$ cat config.mk
export PLATFORM = sky130hd
export DESIGN_NAME = mips_multicycle_control
export DESIGN_NICKNAME = d
export VERILOG_FILES = /design/src/rtl/mips_ctrl_pkg.sv /design/src/rtl/mips_ctrl_decode.sv /design/src/rtl/mips_multicycle_control.sv
export SDC_FILE = /design/constraint.sdc
export NUM_CORES = 1
export LEC_CHECK = 0
export ABC_AREA = 1
export BUFFER_PORTS_ARGS = -buffer_cell sky130_fd_sc_hd__buf_2
export CORE_MARGIN = 2
export CORE_UTILIZATION = 39
export DETAILED_ROUTE_END_ITERATION = 12
export HOLD_SLACK_MARGIN = 0.1
export PLACE_DENSITY = 0.83
export SYNTH_ARGS = -nofsm -noshare
export SYNTH_HDL_FRONTEND = slang
export SYNTH_HIERARCHICAL = 1
export SYNTH_SLANG_ARGS = --single-unit
$ cat constraint.sdc
create_clock -name clk -period 1.3 [get_ports clk]
set_clock_uncertainty 0.2 [all_clocks]
set_input_delay 0.065 -clock clk [delete_from_list [all_inputs] [get_ports clk]]
set_output_delay 0.065 -clock clk [all_outputs]
set_load 0.01 [all_outputs]
$ cat src/rtl/mips_ctrl_pkg.sv
// Shared encodings for the multi-cycle MIPS main control FSM: opcodes,
// datapath select codes, state enumeration and the control-word struct.
package mips_ctrl_pkg;

    localparam logic [5:0] OP_RTYPE = 6'b000000;
    localparam logic [5:0] OP_LW    = 6'b100011;
    localparam logic [5:0] OP_SW    = 6'b101011;
    localparam logic [5:0] OP_BEQ   = 6'b000100;
    localparam logic [5:0] OP_J     = 6'b000010;
    localparam logic [5:0] OP_ADDI  = 6'b001000;

    localparam logic [1:0] ALUOP_ADD   = 2'b00;
    localparam logic [1:0] ALUOP_SUB   = 2'b01;
    localparam logic [1:0] ALUOP_FUNCT = 2'b10;

    localparam logic [1:0] ALUSRCB_B      = 2'b00;
    localparam logic [1:0] ALUSRCB_FOUR   = 2'b01;
    localparam logic [1:0] ALUSRCB_IMM    = 2'b10;
    localparam logic [1:0] ALUSRCB_IMM_SH = 2'b11;

    localparam logic [1:0] PCSRC_ALU    = 2'b00;
    localparam logic [1:0] PCSRC_ALUOUT = 2'b01;
    localparam logic [1:0] PCSRC_JUMP   = 2'b10;

    typedef enum logic [3:0] {
        S_RESET  = 4'd0,
        S_FETCH  = 4'd1,
        S_DECODE = 4'd2,
        S_MEMADR = 4'd3,
        S_MEMRD  = 4'd4,
        S_MEMWB  = 4'd5,
        S_MEMWR  = 4'd6,
        S_EXEC   = 4'd7,
        S_ALUWB  = 4'd8,
        S_ADDIEX = 4'd9,
        S_ADDIWB = 4'd10,
        S_BRANCH = 4'd11,
        S_JUMP   = 4'd12,
        S_TRAP   = 4'd13
    } state_t;

    typedef struct packed {
        logic       pc_write;
        logic       pc_write_cond;
        logic       i_or_d;
        logic       mem_read;
        logic       mem_write;
        logic       ir_write;
        logic       mem_to_reg;
        logic       reg_dst;
        logic       reg_write;
        logic       alu_src_a;
        logic [1:0] alu_src_b;
        logic [1:0] alu_op;
        logic [1:0] pc_src;
        logic       illegal_op;
    } ctrl_t;

endpackage

$ cat src/rtl/mips_ctrl_decode.sv
// Pure output table: maps the registered control state (and the effective
// memory-ready) onto the datapath control word.
module mips_ctrl_decode
    import mips_ctrl_pkg::*;
(
    input  state_t state,
    input  logic   mem_rdy,
    output ctrl_t  ctrl
);

    // Per-state control word; unlisted encodings leave every output low
    always_comb begin
        ctrl = '0;
        case (state)
            S_RESET: ctrl = '0;
            S_FETCH: begin
                ctrl.mem_read  = 1'b1;
                ctrl.ir_write  = mem_rdy;
                ctrl.pc_write  = mem_rdy;
                ctrl.alu_src_b = ALUSRCB_FOUR;
                ctrl.alu_op    = ALUOP_ADD;
                ctrl.pc_src    = PCSRC_ALU;
            end
            S_DECODE: ctrl.alu_src_b = ALUSRCB_IMM_SH;
            S_MEMADR: begin
                ctrl.alu_src_a = 1'b1;
                ctrl.alu_src_b = ALUSRCB_IMM;
            end
            S_MEMRD: begin
                ctrl.mem_read = 1'b1;
                ctrl.i_or_d   = 1'b1;
            end
            S_MEMWB: begin
                ctrl.mem_to_reg = 1'b1;
                ctrl.reg_write  = 1'b1;
            end
            S_MEMWR: begin
                ctrl.mem_write = 1'b1;
                ctrl.i_or_d    = 1'b1;
            end
            S_EXEC: begin
                ctrl.alu_src_a = 1'b1;
                ctrl.alu_src_b = ALUSRCB_B;
                ctrl.alu_op    = ALUOP_FUNCT;
            end
            S_ALUWB: begin
                ctrl.reg_dst   = 1'b1;
                ctrl.reg_write = 1'b1;
            end
            S_ADDIEX: begin
                ctrl.alu_src_a = 1'b1;
                ctrl.alu_src_b = ALUSRCB_IMM;
            end
            S_ADDIWB: ctrl.reg_write = 1'b1;
            S_BRANCH: begin
                ctrl.alu_src_a     = 1'b1;
                ctrl.alu_src_b     = ALUSRCB_B;
                ctrl.alu_op        = ALUOP_SUB;
                ctrl.pc_write_cond = 1'b1;
                ctrl.pc_src        = PCSRC_ALUOUT;
            end
            S_JUMP: begin
                ctrl.pc_write = 1'b1;
                ctrl.pc_src   = PCSRC_JUMP;
            end
            S_TRAP: ctrl.illegal_op = 1'b1;
            default: ctrl = '0;
        endcase
    end

endmodule

$ cat src/rtl/mips_multicycle_control.sv
// Main control FSM of the multi-cycle MIPS datapath: state register and
// opcode-driven next-state logic; outputs come from mips_ctrl_decode.
module mips_multicycle_control
    import mips_ctrl_pkg::*;
#(
    parameter logic ENABLE_ADDI = 1'b1,
    parameter logic MEM_WAIT    = 1'b1
) (
    input  logic       clk,
    input  logic       rst_n,
    input  logic [5:0] opcode,
    input  logic       mem_ready,
    output logic       pc_write,
    output logic       pc_write_cond,
    output logic       i_or_d,
    output logic       mem_read,
    output logic       mem_write,
    output logic       ir_write,
    output logic       mem_to_reg,
    output logic       reg_dst,
    output logic       reg_write,
    output logic       alu_src_a,
    output logic [1:0] alu_src_b,
    output logic [1:0] alu_op,
    output logic [1:0] pc_src,
    output logic       illegal_op,
    output logic [3:0] state_o
);

    state_t state_q;
    state_t state_d;
    logic   mem_rdy_s;
    ctrl_t  ctrl_s;

    assign mem_rdy_s = MEM_WAIT ? mem_ready : 1'b1;

    // Next-state selection; unreachable encodings recover through FETCH
    always_comb begin
        state_d = state_q;
        case (state_q)
            S_RESET:  state_d = S_FETCH;
            S_FETCH: begin
                if (mem_rdy_s) state_d = S_DECODE;
                else           state_d = S_FETCH;
            end
            S_DECODE: begin
                case (opcode)
                    OP_RTYPE:     state_d = S_EXEC;
                    OP_LW, OP_SW: state_d = S_MEMADR;
                    OP_BEQ:       state_d = S_BRANCH;
                    OP_J:         state_d = S_JUMP;
                    OP_ADDI: begin
                        if (ENABLE_ADDI) state_d = S_ADDIEX;
                        else             state_d = S_TRAP;
                    end
                    default:      state_d = S_TRAP;
                endcase
            end
            S_MEMADR: begin
                if (opcode == OP_SW) state_d = S_MEMWR;
                else                 state_d = S_MEMRD;
            end
            S_MEMRD: begin
                if (mem_rdy_s) state_d = S_MEMWB;
                else           state_d = S_MEMRD;
            end
            S_MEMWR: begin
                if (mem_rdy_s) state_d = S_FETCH;
                else           state_d = S_MEMWR;
            end
            S_EXEC:   state_d = S_ALUWB;
            S_ADDIEX: state_d = S_ADDIWB;
            S_MEMWB, S_ALUWB, S_ADDIWB, S_BRANCH, S_JUMP, S_TRAP: state_d = S_FETCH;
            default:  state_d = S_FETCH;
        endcase
    end

    // State register
    always_ff @(posedge clk or negedge rst_n) begin
        if (!rst_n) state_q <= S_RESET;
        else        state_q <= state_d;
    end

    mips_ctrl_decode u_decode (
        .state   (state_q),
        .mem_rdy (mem_rdy_s),
        .ctrl    (ctrl_s)
    );

    assign pc_write      = ctrl_s.pc_write;
    assign pc_write_cond = ctrl_s.pc_write_cond;
    assign i_or_d        = ctrl_s.i_or_d;
    assign mem_read      = ctrl_s.mem_read;
    assign mem_write     = ctrl_s.mem_write;
    assign ir_write      = ctrl_s.ir_write;
    assign mem_to_reg    = ctrl_s.mem_to_reg;
    assign reg_dst       = ctrl_s.reg_dst;
    assign reg_write     = ctrl_s.reg_write;
    assign alu_src_a     = ctrl_s.alu_src_a;
    assign alu_src_b     = ctrl_s.alu_src_b;
    assign alu_op        = ctrl_s.alu_op;
    assign pc_src        = ctrl_s.pc_src;
    assign illegal_op    = ctrl_s.illegal_op;
    assign state_o       = state_q;

endmodule
== Yosys cells after proc, flatten, opt, wreduce, memory -nomap -nowiden ==
Cells that the tools add are included.

* Register bits after elaboration: 4
* Bits of input ports: 9
* Output and inout port bits: 21
* Logic and storage cells: 46

* Eq/ne operators: 18
* Mux-type cells: 20
* Reductions and logical operators: 7

{| class="wikitable"
|+ Operators by type and width
! cell !! number
|-
| one-hot mux 4 bit (7 select lines) || 1
|-
| == test 4 bit, second input constant || 6
|-
| one-hot mux 4 bit (5 select lines) || 1
|-
| == test 4 x 3 -> 1 bit, second input constant || 4
|-
| == test 6 bit, second input constant || 2
|-
| two-way mux 1 bit || 11
|-
| == test 4 x 2 -> 1 bit, second input constant || 2
|-
| one-hot mux 2 bit (2 select lines) || 2
|-
| OR reduction 2 bit || 4
|-
| == test 6 x 2 -> 1 bit, second input constant || 1
|-
| == test 6 x 3 -> 1 bit, second input constant || 1
|-
| == test 6 x 4 -> 1 bit, second input constant || 1
|-
| zero test 6 bit || 1
|-
| one-hot mux 2 bit (3 select lines) || 1
|-
| == test 4 x 1 -> 1 bit, second input constant || 1
|-
| two-way mux 2 bit || 2
|-
| OR reduction 4 bit || 1
|-
| two-way mux 3 bit || 1
|-
| OR reduction 3 bit || 1
|-
| one-hot mux 1 bit (2 select lines) || 1
|}

== Logic depth before layout (Yosys ltp) ==
Gate-level depths: netlist of the first run.

* Depth after elaboration: 4
* Mapped depth: 6
* Gate-level depth less buffers: 6

== Modules after synthesis ==
The synthesis of the first run kept the hierarchy.

{| class="wikitable"
|+ By module, submodules not included
! module !! times used !! cells an instance !! area an instance (um^2) !! sequential area each (um^2)
|-
| mips_multicycle_control || 1 || 68 || 401.6 || 100.1
|-
| mips_ctrl_decode || 1 || 38 || 182.7 || 0.0
|}

== Worst setup path before layout of the first run ==
No wires, ideal clock.

* Path type: reg-to-output
* Start: reg state_q[0], in the netlist state_o[0]
* End: out alu_src_a
* Arrival: 1093 ps
* Data required time: 1035 ps
* Path slack: -58 ps
* Stages on the path, launching flop included: 5
* Buffers on the path: 0
* Cell sequence: dfrtp_1 nand2_2 nor2_4 nor2_1 nand2_1

* Longest elaborated chain between the ends: 3
* Elaborated cells on any way between the ends: 6
* Classes of those cells: eq/ne (4); mux (1); reduce/logical (1)

{| class="wikitable"
|+ RTL lines
! item !! RTL line !! source
|-
| start: declaration || mips_multicycle_control.sv:30 || <nowiki>state_t state_q;</nowiki>
|-
| start signal: assignment || mips_multicycle_control.sv:81 || <nowiki>else state_q <= state_d;</nowiki>
|-
| == test 4 x 2 -> 1 bit, or another cell as far along || mips_ctrl_decode.sv:14 || <nowiki>case (state)</nowiki>
|-
| OR reduction 4 bit (no line) (*) || n/a ||
|-
| two-way mux 1 bit (*) || mips_ctrl_decode.sv:14 ||
|-
| end: declaration || mips_multicycle_control.sv:22 || <nowiki>output logic alu_src_a,</nowiki>
|}

Mark *: on every way between the ends. The rest lies on a longest branch, timed or not.

== Final worst setup path of the first run ==
* Start: reg state_q[3], in the netlist state_o[3]
* End: out alu_src_a

Same word-level chain as after synthesis.

==> results of run 1 <==
## path summary, 6_finish.rpt
kind | to | start
setup / recovery | alu_src_a | state_o[3]
hold / removal | state_o[1] | rst_n
setup reg to reg | state_o[0] | state_o[2]
hold reg to reg | state_o[2] | state_o[3]
max in group asynchronous | state_o[2] | rst_n
min in group clk | state_o[0] | mem_ready
## repair_timing
item                       4_1_cts  5_1_grt
pin swaps                        4        8
gates resized for setup         14       17
buffers inserted                 7        1
setup endpoints to repair       21       21
hold endpoints to repair         8        0
hold buffers                     9        0
## worst min-delay path, stage by stage
cell	delay [ns]
sky130_fd_sc_hd__dlygate4sd3_1	0.52
sky130_fd_sc_hd__buf_2	0.10
sky130_fd_sc_hd__dlygate4sd3_1	0.64
## per-stage QoR
stage / instances / total power, mW
after floorplan: 106 / 1.16
after global placement: 153 / 1.59
after detailed placement: 153 / 1.61
after CTS: 173 / 2.10
after global routing: 174 / 2.54
final: 174 / 2.38
## power groups by stage
stage          clock network, mW  registers [mW]  logic [mW]
4_1_cts                    0.172           0.323        1.60
3_3_place_gp                   0           0.337        1.26
3_5_place_dp                   0           0.341        1.27
6_report                   0.172           0.335        1.87
2_1_floorplan                  0           0.369       0.788
5_1_grt                    0.177           0.352        2.01
## logic make-up (layout without fill, tap and decap cells)
kind of cell | Yosys count | after routing | share of synthesized area [%]
flops | 4 | 4 | 17.1
compound gates | 4 | 4 | 4.28
simple gates | 80 | 80 | 66.4
buf+inv | 18 | 71 | 12.2
## layer usage
layer	GRT usage [%]	routed length, um	vias to the layer above
li1	-	-	434
met1	19.5	761	393
met2	45.8	1310	41
met3	2.55	130	4
met4	5.63	29	0
met5	0	0	-
## cell usage in the layout (no fill, tap or decap)
cell type,n
sky130_fd_sc_hd__nand3_2,1
sky130_fd_sc_hd__nor2_4,8
sky130_fd_sc_hd__nor3_2,2
sky130_fd_sc_hd__clkbuf_1,1
sky130_fd_sc_hd__dlygate4sd3_1,9
sky130_fd_sc_hd__nand3_1,13
sky130_fd_sc_hd__nand4_1,1
sky130_fd_sc_hd__o22ai_1,1
sky130_fd_sc_hd__buf_4,10
sky130_fd_sc_hd__nor2_2,8
sky130_fd_sc_hd__inv_1,11
sky130_fd_sc_hd__clkbuf_4,3
sky130_fd_sc_hd__o21ai_2,1
sky130_fd_sc_hd__o21ai_0,2
sky130_fd_sc_hd__nand2_2,3
sky130_fd_sc_hd__dfrtp_2,4
sky130_fd_sc_hd__nor2_1,17
sky130_fd_sc_hd__nand3b_4,1
sky130_fd_sc_hd__buf_2,26
sky130_fd_sc_hd__inv_2,6
sky130_fd_sc_hd__nand2_1,21
sky130_fd_sc_hd__buf_6,5
sky130_fd_sc_hd__nor3_1,1
sky130_fd_sc_hd__nand2_4,4
## cell type report
type,instances,area [um2]
clock buffers,4,26.3
flip-flops and latches,4,105
well taps,15,18.8
multi-input cells,84,498
inverters,17,63.8
repair buffers,50,352
fillers,96,287
==> flow_summary.ini, run 1 <==
[clock_tree]
depth_of_the_cts_h_tree = 1
root_driver = sky130_fd_sc_hd__clkbuf_4
clk-insertion-delay-late_ns = 0.24
number_of_clock_buffers_inserted_by_tritoncts = 3
tritoncts = yes
max-clock-path-buffers = 2
clk_pin_slew_ns = 0.04
cts.sinks = 4

[pwr]
clock_power_share_pct = 7.2
ir_worst_vdd_uv = 962
p_seq_share_pct = 14.1
power.net_switching_mw = 1.29
static-leakage-power_nw = 0.597
netSwitchingFraction_pct = 54.1
power_density_nw_per_um2 = 2240
internal_power_mw = 1.09
power.combinational.fraction_pct = 78.7

[layout]
drive_above_1_share_pct = 51.6
largest_register_ff_count = 4
diodes = 0
finalInstanceArea_um2 = 1060
num-nets-final = 169
syn2layout_area_growth_pct = 82.0
final_core_util_pct = 78.8

[global_route]
via_count_of_the_first_global_routing_pass = 784
initial_antenna_violation_count = 0
grt_pass1_wl_mm = 2.98
grt_max_degree = 9
grt_usage_pct = 21.2
gr-total-overflow = 0

[detailed_routing]
detail_route.vias_per_cell = 5.01
avgRoutedWirePerCell_um = 12.9
initialDrtViolationCount = 6
drt_drc_violations_left = 0
postRouteWirelength_mm = 2.24
overall_via_count_from_detail_route = 872
postRouteAntennaNets = 0
drt-pass1-iter-count = 5

[worst_setup_path]
crit_chain = inv_2 -> nand2_1 -> nor2_4 -> nor2_4 -> nand2_1 -> buf_2
worstPathRequired_ns = 1.03
worst-path-buf-inv = 2
rr_worst_depth = 7
crit_arrival_ns = 1.28
critPathTopFamily = flip-flops
critical_path.slowest_cell = sky130_fd_sc_hd__dfrtp_2
cp-start-kind = flip-flop
regToRegSetupSlack_ns = -0.17
end_kind = output pin
timing.setup.critical_path_class = reg -> out
crit_path_max_incr_delay_ns = 0.45
path_max_fanout = 6
critical_path_cell_count = 6

[sta]
hold_viol = 0
final.setup.tns_ns = -3.50
finalMaxSlewViolations = 0
slew-limit-headroom_pct = 87.2
rsz0062_at_grt = true
timing_worst_slew_pin_value_ns = 0.192
finalWorstPathRequiredPeriod_ns = 1.55
fin_crit_share_pct = 119
max_freq_mhz = 647
fin_ws_ns = -0.246
timing.final.setup_violations = 21
holdWs_ns = 0.521

[yosys]
synth_top_flop_cell = sky130_fd_sc_hd__dfrtp_1
synth.most_common_cell = sky130_fd_sc_hd__nor2_1
mappedNetlistNets = 115
count_of_flip_flops_with_a_built_in_enable_after_synthesis = 0
synth_top_cell_by_area = sky130_fd_sc_hd__dfrtp_1
yosys_warnings = 6
proportion_of_synthesized_flip_flops_having_asynchronous_set_or_reset_pct = 100
synth.cell_area_um2 = 584
synth.top_cells.by_count = sky130_fd_sc_hd__nor2_1 (25), sky130_fd_sc_hd__nand2_1 (23), sky130_fd_sc_hd__nand3_1 (14)
ys_seq_area_share_pct = 17.1
post_synth.cell_area_avg_um2 = 5.51
synth_cell_type_count = 16
synthTopCellsByArea = sky130_fd_sc_hd__dfrtp_1 (17%), sky130_fd_sc_hd__nor2_1 (16%), sky130_fd_sc_hd__nand2_1 (15%)
postSynthRegisterBits = 4
yosys.area.top_type_share_pct = 17.1
postSynthCellCount = 106

[status]
failed_checks = negative setup slack
outcome = complete, but fails checks

[floorplanning]
start_util_pct = 43.3
fp.dieW_um = 42.7
fp.dieArea_um2 = 1820
pin_count = 30
std_cell_rows = 13
core_region_area_um2 = 1350
die_y_um = 42.7

[place]
port-buffer-count = 29
dp_hpwl_mm = 1.17
placedInstanceArea_um2 = 773
globalplace.congestion = 0.907
pre_cts_ws_ns = -0.0902

[job]
max_cap_violations = 0

[worst_hold_path]
min-delay-path-class = in -> async
(Power assumes the default switching activity.)
==> run 2, diff against run 1 <==
--- a/config.mk
+++ b/config.mk
@@ -7,7 +7,6 @@
 export LEC_CHECK = 0
 export ABC_AREA = 1
 export BUFFER_PORTS_ARGS = -buffer_cell sky130_fd_sc_hd__buf_2
-export CORE_MARGIN = 2
 export CORE_UTILIZATION = 39
 export DETAILED_ROUTE_END_ITERATION = 12
 export HOLD_SLACK_MARGIN = 0.1
==> flow_summary.ini, run 2 (synthesis results as in run 1) <==
[worst_setup_path]
crit_path_max_incr_delay_ns = 0.47
crit_top_cell = sky130_fd_sc_hd__nor2_2
worstPathRequired_ns = 1.03
crit_chain = inv_2 -> nand2_2 -> nor2_2 -> nor2_2 -> nand2_1 -> buf_2
critical_path.slowest_cell = sky130_fd_sc_hd__dfrtp_2
path_max_fanout = 8
end_kind = output pin
crit_arrival_ns = 1.31
cp-start-kind = flip-flop
timing.setup.critical_path_class = reg -> out

[clock_tree]
cts.sinks = 4
clk-insertion-delay-late_ns = 0.25
depth_of_the_cts_h_tree = 1
root_driver = sky130_fd_sc_hd__clkbuf_4
number_of_clock_buffers_inserted_by_tritoncts = 3
tritoncts = yes
max-clock-path-buffers = 2
clk_pin_slew_ns = 0.05

[place]
pre_cts_ws_ns = -0.0763
globalplace.congestion = 0.909
dp_hpwl_mm = 1.16
port-buffer-count = 29

[layout]
num-nets-final = 174
layout.cells.most_common = sky130_fd_sc_hd__buf_2
syn2layout_area_growth_pct = 88.7
diodes = 0
final_core_util_pct = 81.6
drive_above_1_share_pct = 56.7
final_cell_mix = sky130_fd_sc_hd__buf_2 (26), sky130_fd_sc_hd__nand2_1 (20), sky130_fd_sc_hd__nor2_1 (15), sky130_fd_sc_hd__buf_4 (14)
largest_register_ff_count = 4

[detailed_routing]
drt_drc_violations_left = 0
detail_route.vias_per_cell = 5.18
postRouteAntennaNets = 0
postRouteWirelength_mm = 2.42
overall_via_count_from_detail_route = 927
avgRoutedWirePerCell_um = 13.5
drt-pass1-iter-count = 4
initialDrtViolationCount = 27

[sta]
max_freq_mhz = 635
timing_worst_slew_pin_value_ns = 0.277
timing.final.setup_violations = 21
fin_ws_ns = -0.275
slew-limit-headroom_pct = 81.5
finalMaxSlewViolations = 0
fin_crit_share_pct = 121
finalWorstPathRequiredPeriod_ns = 1.57
hold_viol = 0
rsz0062_at_grt = true

[worst_hold_path]
min-delay-path-class = in -> reg

[status]
outcome = complete, but fails checks
failed_checks = negative setup slack

[global_route]
grt_usage_pct = 25.9
grt_max_degree = 9
gr-total-overflow = 0
grt_pass1_wl_mm = 2.81
via_count_of_the_first_global_routing_pass = 755
initial_antenna_violation_count = 0

[floorplanning]
fp.dieW_um = 40.7
start_util_pct = 43.3
pin_count = 30
std_cell_rows = 13
die_y_um = 40.7
fp.dieArea_um2 = 1660
core_region_area_um2 = 1350

[pwr]
power_density_nw_per_um2 = 2260
static-leakage-power_nw = 0.618
ir_worst_vdd_uv = 1080

[job]
max_cap_violations = 0
## run 2: cell count changes in the layout (fill, tap and decap cells not counted), sizes merged
cell,change
buf,+5
## run 2: routing by layer
layer,up-vias,GRT usage [%],part of all wire (%),wire length [um]
met1,405,17.9,36,858
met5,-,0,0,0
met2,62,60.3,53,1280
met4,0,11.7,5.0,120
met3,14,4.35,6.6,160
li1,446,-,-,-
## run 2: cell type report
class                           count  area (um2)
Clock buffer                        4        26.3
Timing Repair Buffer               55         393
Fill cell                          79         248
Multi-Input combinational cell     84         490
Inverter                           17        68.8
Tap cell                           15        18.8
Sequential cell                     4         105
## run 2: final timing paths
kind | startpoint | endpoint | slack (ns) | depth (start not counted)
setup / recovery | state_o[1] | alu_src_a | -0.27 | 6
hold / removal | mem_ready | state_o[0] | 0.51 | 5
setup reg to reg | state_o[1] | state_o[1] | -0.13 | 7
hold reg to reg | state_o[1] | state_o[3] | 0.66 | 4
max in group asynchronous | rst_n | state_o[2] | 0.11 | 3
min in group asynchronous | rst_n | state_o[0] | 0.59 | 3
## run 2: what timing repair did
action                                 CTS  global route
setup endpoints to repair               22            21
pin swaps                                4            11
setup buffers                            8             2
endpoints found under the hold margin    8             0
hold buffers                             9             0
resized for setup                       14            25
## run 2: stage by stage
step                      TNS, ns  area (um2)  power, mW  cells  hold WS, ns
final                       -3.73        1100       2.50    179        0.511
after global routing        -5.30        1100       2.70    179        0.553
after CTS                   -2.48        1020       2.13    177        0.506
after detailed placement   -0.219         796       1.69    156       -0.331
after global placement     -0.103         796       1.67    156       -0.332
after floorplan                 0         587       1.16    106       -0.431
## run 2: power breakdown
| group | switching [mW] | internal (mW) |
|---|---|---|
| Combinational | 1.12 | 0.835 |
| Clock | 0.0667 | 0.116 |
| Sequential | 0.167 | 0.193 |
## run 2: critical path: cells and delay by family (launching register included)
family / cells / cell delay [ns]
flops: 1 / 0.47
buf+inv: 2 / 0.22
simple gates: 4 / 0.37
==> run 3, diff against run 2 <==
--- a/config.mk
+++ b/config.mk
@@ -7,11 +7,10 @@
 export LEC_CHECK = 0
 export ABC_AREA = 1
 export BUFFER_PORTS_ARGS = -buffer_cell sky130_fd_sc_hd__buf_2
-export CORE_UTILIZATION = 39
+export CORE_UTILIZATION = 36
 export DETAILED_ROUTE_END_ITERATION = 12
 export HOLD_SLACK_MARGIN = 0.1
 export PLACE_DENSITY = 0.83
 export SYNTH_ARGS = -nofsm -noshare
 export SYNTH_HDL_FRONTEND = slang
-export SYNTH_HIERARCHICAL = 1
 export SYNTH_SLANG_ARGS = --single-unit
==> constraint.sdc (replaced) <==
create_clock -name clk -period 1.41 [get_ports clk]
set_clock_uncertainty 0.2 [all_clocks]
set_input_delay 0.0705 -clock clk [delete_from_list [all_inputs] [get_ports clk]]
set_output_delay 0.0705 -clock clk [all_outputs]
set_load 0.01 [all_outputs]
==> flow_summary.ini, run 3 <==
[worst_setup_path]
critical_path.slowest_cell = sky130_fd_sc_hd__dfrtp_2
worstPathRequired_ns = 1.14
timing.setup.critical_path_class = reg -> out
worst-path-buf-inv = 2
critPathTopFamily = flip-flops
crit_arrival_ns = 1.27
end_kind = output pin
rr_worst_depth = 7
cp-start-kind = flip-flop
rr_startpoint = state_o[1]
crit_chain = inv_2 -> nand2_4 -> nor2_4 -> nor2_2 -> o21ai_1 -> buf_2
regToRegSetupSlack_ns = 0.02
path_max_fanout = 5
crit_path_max_incr_delay_ns = 0.45
regToRegEndpoint = state_o[0]
critical_path_cell_count = 6

[yosys]
proportion_of_synthesized_flip_flops_having_asynchronous_set_or_reset_pct = 100
postSynthCellCount = 88
synthTopCellsByArea = sky130_fd_sc_hd__dfrtp_1 (21%), sky130_fd_sc_hd__nand2_1 (18%), sky130_fd_sc_hd__nor2_1 (18%)
yosys_warnings = 0
post_synth.cell_area_avg_um2 = 5.30
ys_seq_area_share_pct = 21.4
synth.top_cells.by_count = sky130_fd_sc_hd__nand2_1 (23), sky130_fd_sc_hd__nor2_1 (22), sky130_fd_sc_hd__nand3_1 (12)
synth.most_common_cell = sky130_fd_sc_hd__nand2_1
synth_top_flop_cell = sky130_fd_sc_hd__dfrtp_1
synth_cell_type_count = 14
yosys.area.top_type_share_pct = 21.4
synth.cell_area_um2 = 467
synth_top_cell_by_area = sky130_fd_sc_hd__dfrtp_1
postSynthRegisterBits = 4
count_of_flip_flops_with_a_built_in_enable_after_synthesis = 0
mappedNetlistNets = 97

[global_route]
met2_usage_pct = 54.7
grt_usage_pct = 24.8
globalRouteMet3Util_pct = 4.07
met1_usage_pct = 22.4
grt_pass1_wl_mm = 2.46
via_count_of_the_first_global_routing_pass = 628
grt_max_degree = 7
grt_most_used_layer = met2
initial_antenna_violation_count = 0
gr-total-overflow = 0

[clock_tree]
depth_of_the_cts_h_tree = 1
number_of_clock_buffers_inserted_by_tritoncts = 3
clk_pin_slew_ns = 0.04
tritoncts = yes
root_driver = sky130_fd_sc_hd__clkbuf_4
clk-insertion-delay-late_ns = 0.24
max-clock-path-buffers = 2
cts.sinks = 4

[layout]
largest_register_ff_count = 4
diodes = 0
layout.cells.most_common = sky130_fd_sc_hd__buf_2
drive_above_1_share_pct = 45.9
final_cell_mix = sky130_fd_sc_hd__buf_2 (29), sky130_fd_sc_hd__nand2_1 (20), sky130_fd_sc_hd__nor2_1 (16), sky130_fd_sc_hd__nand3_1 (11), sky130_fd_sc_hd__dlygate4sd3_1 (9)
num-nets-final = 146
syn2layout_area_growth_pct = 85.3

[pwr]
power_density_nw_per_um2 = 2050
ir_worst_vdd_uv = 806
static-leakage-power_nw = 0.506

[floorplanning]
fp.dieArea_um2 = 1440
std_cell_rows = 12
start_util_pct = 40.4
die_y_um = 38.0
core_region_area_um2 = 1160
fp.dieW_um = 38.0
pin_count = 30

[sta]
holdWs_ns = 0.541
fin_ws_ns = -0.131
slew-limit-headroom_pct = 84.4
finalWorstPathRequiredPeriod_ns = 1.54
timing.final.setup_violations = 16
timing_worst_slew_pin_value_ns = 0.233
rsz0062_at_grt = true
fin_crit_share_pct = 109
max_freq_mhz = 649
final.setup.tns_ns = -1.23
finalMaxSlewViolations = 0
hold_viol = 0

[detailed_routing]
detail_route.vias_per_cell = 5.08
avgRoutedWirePerCell_um = 12.2
postRouteAntennaNets = 0
postRouteWirelength_mm = 1.83
overall_via_count_from_detail_route = 757
drt-pass1-iter-count = 4
drt_drc_violations_left = 0
initialDrtViolationCount = 27

[place]
dp_hpwl_mm = 1.05
globalplace.congestion = 0.806
port-buffer-count = 29

[worst_hold_path]
min-delay-path-class = in -> async

[status]
failed_checks = negative setup slack
outcome = complete, but fails checks

[job]
max_cap_violations = 0
## run 3: cell count changes after synthesis, sizes merged
cell    before  now
a21oi        0    1
buf          1    2
inv         17   12
nand2       28   24
nand3       14   12
nand3b       1    2
nor2        33   25
nor3         3    0
o21ai        3    4
## run 3: worst max-delay path by stage
stage | start | end | slack (ns)
finish | state_o[1] | alu_src_a | -0.13
global route | state_o[3] | mem_read | -0.18
global placement | state_o[1] | alu_src_a | 0.01
detailed placement | state_o[1] | alu_src_a | 0.002
CTS | state_o[3] | pc_write | -0.09
floorplan | state_o[0] | state_o[0] | 0.08
## run 3: kinds of logic after synthesis
group | count (synthesis) | share of synthesized area [%]
compound gates | 6 | 6.70
buf+inv | 14 | 12.9
simple gates | 64 | 59.0
flops | 4 | 21.4
## run 3: repair_timing
action	CTS	global route
setup endpoints to repair	17	21
hold buffers	9	0
pin swaps	2	1
gates resized for setup	18	13
hold endpoints to repair	8	0
setup buffers	7	0
## run 3: final cells by class
cell class / instances / area [um2]
multi-input cells: 70 / 369
clock buffers: 3 / 22.5
fillers: 91 / 292
inverters: 12 / 47.5
flip-flops and latches: 4 / 105
repair buffers: 46 / 303
well taps: 14 / 17.5
## run 3: stage by stage
stage | cells | total power [mW] | area, um2 | worst slack (ns) | util, %
CTS | 149 | 1.61 | 830 | -0.0919 | 71.8
floorplan | 88 | 0.833 | 467 | 0.0754 | -
global placement | 130 | 1.16 | 622 | 0.0144 | 53.8
detailed placement | 130 | 1.18 | 622 | 0.00227 | 53.8
finish | 149 | 1.77 | 865 | -0.131 | 74.8
global route | 149 | 1.88 | 865 | -0.182 | 74.8
## run 3: where the power goes
group	internal, mW	switching [mW]
clock	0.0956	0.0527
combinational	0.554	0.754
sequential	0.180	0.137
## run 3: worst register-to-register path: stages (launching register included)
cell	delay, ns
sky130_fd_sc_hd__dfrtp_2	0.45
sky130_fd_sc_hd__inv_2	0.12
sky130_fd_sc_hd__nand2_4	0.09
sky130_fd_sc_hd__nor2_4	0.11
sky130_fd_sc_hd__nor2_2	0.05
sky130_fd_sc_hd__buf_4	0.13
sky130_fd_sc_hd__nand2_1	0.05
sky130_fd_sc_hd__nand3b_1	0.07
## run 3: per-layer routing
metal / vias to the layer above / wire length (um)
met3: 2 / 96
met2: 44 / 987
li1: 370 / -
met1: 341 / 732
met5: - / 0
met4: 0 / 10
